===== src/rtl/seg_display_mux.sv =====
// rtl/seg_display_mux.sv - multi-channel hex scanner for a multiplexed common-anode 7-segment display
//
// Selects one of NUM_CH debug words with sel and time-multiplexes its nibbles
// across NUM_DIGITS digits. The selection and the word are latched only at
// frame boundaries, so one frame always shows one consistent sample.
//
// Optional macro: SEG_LEADING_ZERO_BLANK_EN blanks the digits above the most
// significant nonzero nibble of the snapshot. Digit 0 is never blanked.
//
// Ports:
//   clk        system clock, rising edge
//   reset      synchronous, active-high reset
//   ch_data    flat channel words, channel k at [k*4*NUM_DIGITS +: 4*NUM_DIGITS]
//   sel        channel select, sampled only at frame boundaries
//   seg        segments {g,f,e,d,c,b,a}, active-low, registered
//   dp         decimal point, active-low, registered (lit while sel_err)
//   an         digit anodes, active-low one-hot, an[0] = rightmost / LS nibble
//   frame_tick one-cycle pulse when a new snapshot is loaded
//   sel_err    high while the last sampled sel was out of range
module seg_display_mux #(
    parameter int NUM_DIGITS  = 4,
    parameter int NUM_CH      = 6,
    parameter int REFRESH_DIV = 50000,
    parameter int SEL_W       = (NUM_CH > 1) ? $clog2(NUM_CH) : 1
) (
    input  logic                         clk,
    input  logic                         reset,
    input  logic [NUM_CH*4*NUM_DIGITS-1:0] ch_data,
    input  logic [SEL_W-1:0]             sel,
    output logic [6:0]                   seg,
    output logic                         dp,
    output logic [NUM_DIGITS-1:0]        an,
    output logic                         frame_tick,
    output logic                         sel_err
);

    localparam int WORD_W = 4 * NUM_DIGITS;
    localparam int PRE_W  = (REFRESH_DIV > 2) ? $clog2(REFRESH_DIV) : 1;
    localparam int DIG_W  = (NUM_DIGITS > 1) ? $clog2(NUM_DIGITS) : 1;

    localparam logic [PRE_W-1:0] PRE_LAST = PRE_W'(REFRESH_DIV - 1);
    localparam logic [DIG_W-1:0] DIG_LAST = DIG_W'(NUM_DIGITS - 1);
    // One bit wider than sel so NUM_CH == 2**SEL_W still compares correctly.
    localparam logic [SEL_W:0]   CH_LIMIT = (SEL_W + 1)'(NUM_CH);

    logic [PRE_W-1:0]  presc;
    logic [DIG_W-1:0]  digit_idx;
    logic [WORD_W-1:0] snapshot;
    logic              load_pending;

    logic              slot_tick;
    logic              load;
    logic              sel_ok;
    logic [WORD_W-1:0] picked;
    logic [3:0]        nibble;
    logic [6:0]        hex_seg;
    logic [6:0]        seg_next;

    assign slot_tick = (presc == PRE_LAST);
    assign load      = load_pending || (slot_tick && (digit_idx == DIG_LAST));
    assign sel_ok    = ({1'b0, sel} < CH_LIMIT);

    always_comb begin
        picked = '0;
        for (int k = 0; k < NUM_CH; k++) begin
            if (sel == SEL_W'(k)) begin
                picked = ch_data[k*WORD_W +: WORD_W];
            end
        end
    end

    always_comb begin
        nibble = 4'h0;
        for (int d = 0; d < NUM_DIGITS; d++) begin
            if (digit_idx == DIG_W'(d)) begin
                nibble = snapshot[d*4 +: 4];
            end
        end
    end

    always_comb begin
        hex_seg = 7'h7F;
        case (nibble)
            4'h0: hex_seg = 7'h40;
            4'h1: hex_seg = 7'h79;
            4'h2: hex_seg = 7'h24;
            4'h3: hex_seg = 7'h30;
            4'h4: hex_seg = 7'h19;
            4'h5: hex_seg = 7'h12;
            4'h6: hex_seg = 7'h02;
            4'h7: hex_seg = 7'h78;
            4'h8: hex_seg = 7'h00;
            4'h9: hex_seg = 7'h10;
            4'hA: hex_seg = 7'h08;
            4'hB: hex_seg = 7'h03;
            4'hC: hex_seg = 7'h46;
            4'hD: hex_seg = 7'h21;
            4'hE: hex_seg = 7'h06;
            4'hF: hex_seg = 7'h0E;
            default: hex_seg = 7'h7F;
        endcase
    end

`ifdef SEG_LEADING_ZERO_BLANK_EN
    // Index of the most significant nonzero nibble; stays 0 for a zero word
    // so the rightmost digit always shows something.
    logic [DIG_W-1:0] msd_idx;

    always_comb begin
        msd_idx = '0;
        for (int d = 1; d < NUM_DIGITS; d++) begin
            if (snapshot[d*4 +: 4] != 4'h0) begin
                msd_idx = DIG_W'(d);
            end
        end
    end

    assign seg_next = (digit_idx > msd_idx) ? 7'h7F : hex_seg;
`else
    assign seg_next = hex_seg;
`endif

    always_ff @(posedge clk) begin
        if (reset) begin
            presc        <= '0;
            digit_idx    <= '0;
            snapshot     <= '0;
            load_pending <= 1'b1;
            frame_tick   <= 1'b0;
            sel_err      <= 1'b0;
            an           <= '1;
            seg          <= 7'h7F;
            dp           <= 1'b1;
        end else begin
            presc <= slot_tick ? '0 : presc + 1'b1;

            if (slot_tick) begin
                digit_idx <= (digit_idx == DIG_LAST) ? '0 : digit_idx + 1'b1;
            end

            frame_tick <= load;
            if (load) begin
                load_pending <= 1'b0;
                // An invalid select keeps the previous snapshot on screen and
                // only raises the error flag.
                if (sel_ok) begin
                    snapshot <= picked;
                    sel_err  <= 1'b0;
                end else begin
                    sel_err  <= 1'b1;
                end
            end

            an  <= ~(NUM_DIGITS'(1) << digit_idx);
            seg <= seg_next;
            dp  <= ~sel_err;
        end
    end

endmodule

===== config.mk =====
export PLATFORM = sky130hd
export DESIGN_NAME = seg_display_mux
export DESIGN_NICKNAME = d
export VERILOG_FILES = /design/src/rtl/seg_display_mux.sv
export SDC_FILE = /design/constraint.sdc
export NUM_CORES = 1
export LEC_CHECK = 0
export BUFFER_PORTS_ARGS = -buffer_cell sky130_fd_sc_hd__buf_2
export CORE_MARGIN = 2
export CORE_UTILIZATION = 49
export DETAILED_ROUTE_END_ITERATION = 10
export PLACE_DENSITY_LB_ADDON = 0.15
export SLEW_MARGIN = 25
export SYNTH_ARGS = -nofsm -noshare
export SYNTH_HDL_FRONTEND = slang
export SYNTH_SLANG_ARGS = --single-unit
export TNS_END_PERCENT = 10

===== constraint.sdc =====
create_clock -name clk -period 2.91 [get_ports clk]
set_input_delay 0.291 -clock clk [delete_from_list [all_inputs] [get_ports clk]]
set_output_delay 0.291 -clock clk [all_outputs]
set_load 0.01 [all_outputs]

==> results.py <==
metrics = {
    "power": {
        "ir_worst_vdd_mv": 0.235,
        "powerDensity_nw_per_um2": 387,
        "power.leakage_uw": 0.00150,
    },
    "clocking": {
        "clk_pin_slew_ps": 100,
        "cts.sinks": 49,
        "numCtsBuffers": 5,
        "cts_resized": 0,
        "root_buffer": "clkbuf_8",
        "clockBufferDepth": 2,
        "cts_max_level": 2,
        "clk_latency_ps": 310,
        "cts_tree": "done",
        "cts-hold-fix-buffers": 0,
        "post-cts-setup-buffers": 0,
    },
    "worst_setup_path": {
        "slowest_delay_ps": 500,
        "required_ps": 3090,
        "slowest_stage": "ha_1",
        "path_class": "reg -> reg",
        "cp_max_fo": 15,
        "crit_buf_inv": 2,
        "cp.arrival_ps": 2460,
        "startpoint_type": "register",
        "crit_chain": "ha_1, a211oi_1, a211oi_1, buf_4, inv_1, ha_1, mux2i_1, nor3_1, a31oi_1",
        "path_delay_family": "adder cells",
        "end_kind": "register",
    },
    "layout": {
        "nets": 555,
        "multi_input_area_sq_um": 1790,
        "drive_above_1_share_pct": 32.2,
        "n_antenna_cell": 0,
        "layout_commonest_cell": "buf_2",
        "fill_cells": 559,
        "register_area_sq_um": 981,
        "syn_to_final_growth_pct": 22.0,
        "final_cell_mix": "114 x buf_2, 49 x dfxtp_1, 32 x nand2_1, 29 x nor2_1, 20 x o22ai_1",
    },
    "die": {
        "dieHeight_microns": 81.6,
        "core_sq_um": 5890,
        "dieWidth_microns": 81.6,
        "initial_utilization_pct": 50.1,
        "io_pins": 115,
        "rows": 28,
        "design.die.area_sq_um": 6660,
    },
    "route": {
        "num_vias": 2822,
        "wirelength_microns": 7190,
        "drt_iter0_markers": 99,
        "routed_via_density": 5.44,
        "ant_nets": 0,
        "drc_errors": 0,
        "firstDrtPassIters": 4,
        "routedWlPerCell_microns": 13.9,
    },
    "sta": {
        "fmax_ghz": 0.438,
        "drv_slew": 0,
        "period_needed_ps": 2280,
        "finalHoldViolations": 0,
        "rsz0062_at_grt": "false",
        "setup-tns-final_ps": 0,
        "finalSetupViolations": 0,
        "setup_ws_ps": 629,
        "worst-slew-pin-transition_ps": 760,
        "slew_headroom_pct": 49.3,
        "fin_skew_ps": 8.45,
        "finalCritPeriodShare_pct": 78.4,
    },
    "synth": {
        "synthCells": 345,
        "ys_ff_latch": 49,
        "netlist_area_sq_um": 2950,
        "yosysWarnings": 0,
        "synth.yosys.seq_area_share_pct": 33.2,
        "syn_nets": 457,
        "synth-edff-count": 0,
        "synth_cell_type_count": 49,
        "yosys_most_used_dff": "dfxtp_1",
        "post_synth.cell_area_avg_sq_um": 8.56,
        "synthArstFlopShare_pct": 0,
    },
    "outcome": {
        "status": "finished, final reports clean",
    },
    "placement": {
        "dp_slack_ps": 665,
        "dpl.hpwl_microns": 5680,
        "port_buffers": 114,
        "globalplace.congestion": 0.867,
    },
    "global_routing": {
        "grt_use_met3_pct": 3.52,
        "grt_pass1_wl_microns": 11600,
        "antenna_found_initial": 0,
        "met1_usage_pct": 28.6,
        "grt_overflow_total": 0,
        "grt_pass1_vias": 2610,
        "grt_busiest_layer": "met2",
        "grtUsageMet2_pct": 39.2,
        "track_usage_pct": 22.3,
        "grt_max_degree": 44,
    },
    "flow_run": {
        "max_cap_violations": 0,
    },
    "min_path": {
        "hp-class": "in -> reg",
    },
}
-- path summary, 6_finish.rpt --
| path | startpoint | endpoint | slack [ps] | cells after the start |
|---|---|---|---|---|
| worst max-delay path | digit_idx[0] | seg[3] | 630 | 9 |
| worst min-delay path | ch_data[82] | snapshot[2] | 310 | 3 |
| worst max register to register | digit_idx[0] | seg[3] | 630 | 9 |
| worst min register to register | sel_err | dp | 450 | 1 |
-- power breakdown --
part | total, uW | internal, uW | switching, uW
Combinational | 271 | 134 | 138
Sequential | 716 | 700 | 15.8
Clock | 407 | 171 | 236
-- synth_stat cells (all sizes together) (8+ instances only) --
cell	number	area [sq um]
mux2i	14	140
inv	13	48.8
o221ai	8	70.1
nor2	29	109
o21ai	18	90.1
xor2	10	87.6
o211ai	10	75.1
nand2	32	120
buf	13	78.8
o22ai	20	125
mux2	8	90.1
a21oi	18	105
nor2b	8	50.1
ha	11	138
nand3	9	45.0
dfxtp	49	981
clkbuf	13	50.0
-- logic make-up after synthesis --
kind of cell / after synthesis / synth area share [%]
XOR/XNOR: 14 / 4.15
adder cells (fa/ha/maj): 11 / 4.66
AND/OR/NAND/NOR: 111 / 19.5
AO/OA/AOI/OAI: 96 / 23.0
flip-flops: 49 / 33.2
multiplexers: 24 / 9.33
buffers and inverters: 40 / 6.15
-- tightest hold or removal path, cell delays in order --
cell	delay, ps
buf_2	80
o211ai_1	80
a21oi_1	140
-- per-layer routing --
metal | routed length [microns] | vias up
met5 | 0 | -
met4 | 85 | 0
met3 | 367 | 8
met2 | 3470 | 92
met1 | 3270 | 1270
li1 | - | 1452
-- sequential cells by signal (all words and copies together), names as in the netlist --
register / cells
snapshot: 16
sel_err: 1
presc: 16
frame_tick: 1
load_pending: 1
an: 4
dp: 1
seg: 7
digit_idx: 2
-- layout make-up --
type,count,share of cell area (%)
Clock buffer,5,1.91
Clock inverter,3,0.591
Inverter,14,1.46
Tap cell,75,2.61
Sequential cell,49,27.3
Multi-Input combinational cell,256,49.7
Timing Repair Buffer,117,16.5
-- through the flow --
step | area (sq um) | total power [uW] | hold WS [ps] | util, % | instances
final | 3600 | 1390 | 308 | 61.2 | 519
after floorplan | 2950 | 897 | 370 | - | 345
after global placement | 3510 | 999 | 424 | 59.6 | 511
after global routing | 3600 | 1460 | 326 | 61.2 | 519
after CTS | 3600 | 1410 | 303 | 61.2 | 519
after detailed placement | 3510 | 1000 | 422 | 59.6 | 511
No activity file was read; power rests on OpenSTA's default activity.
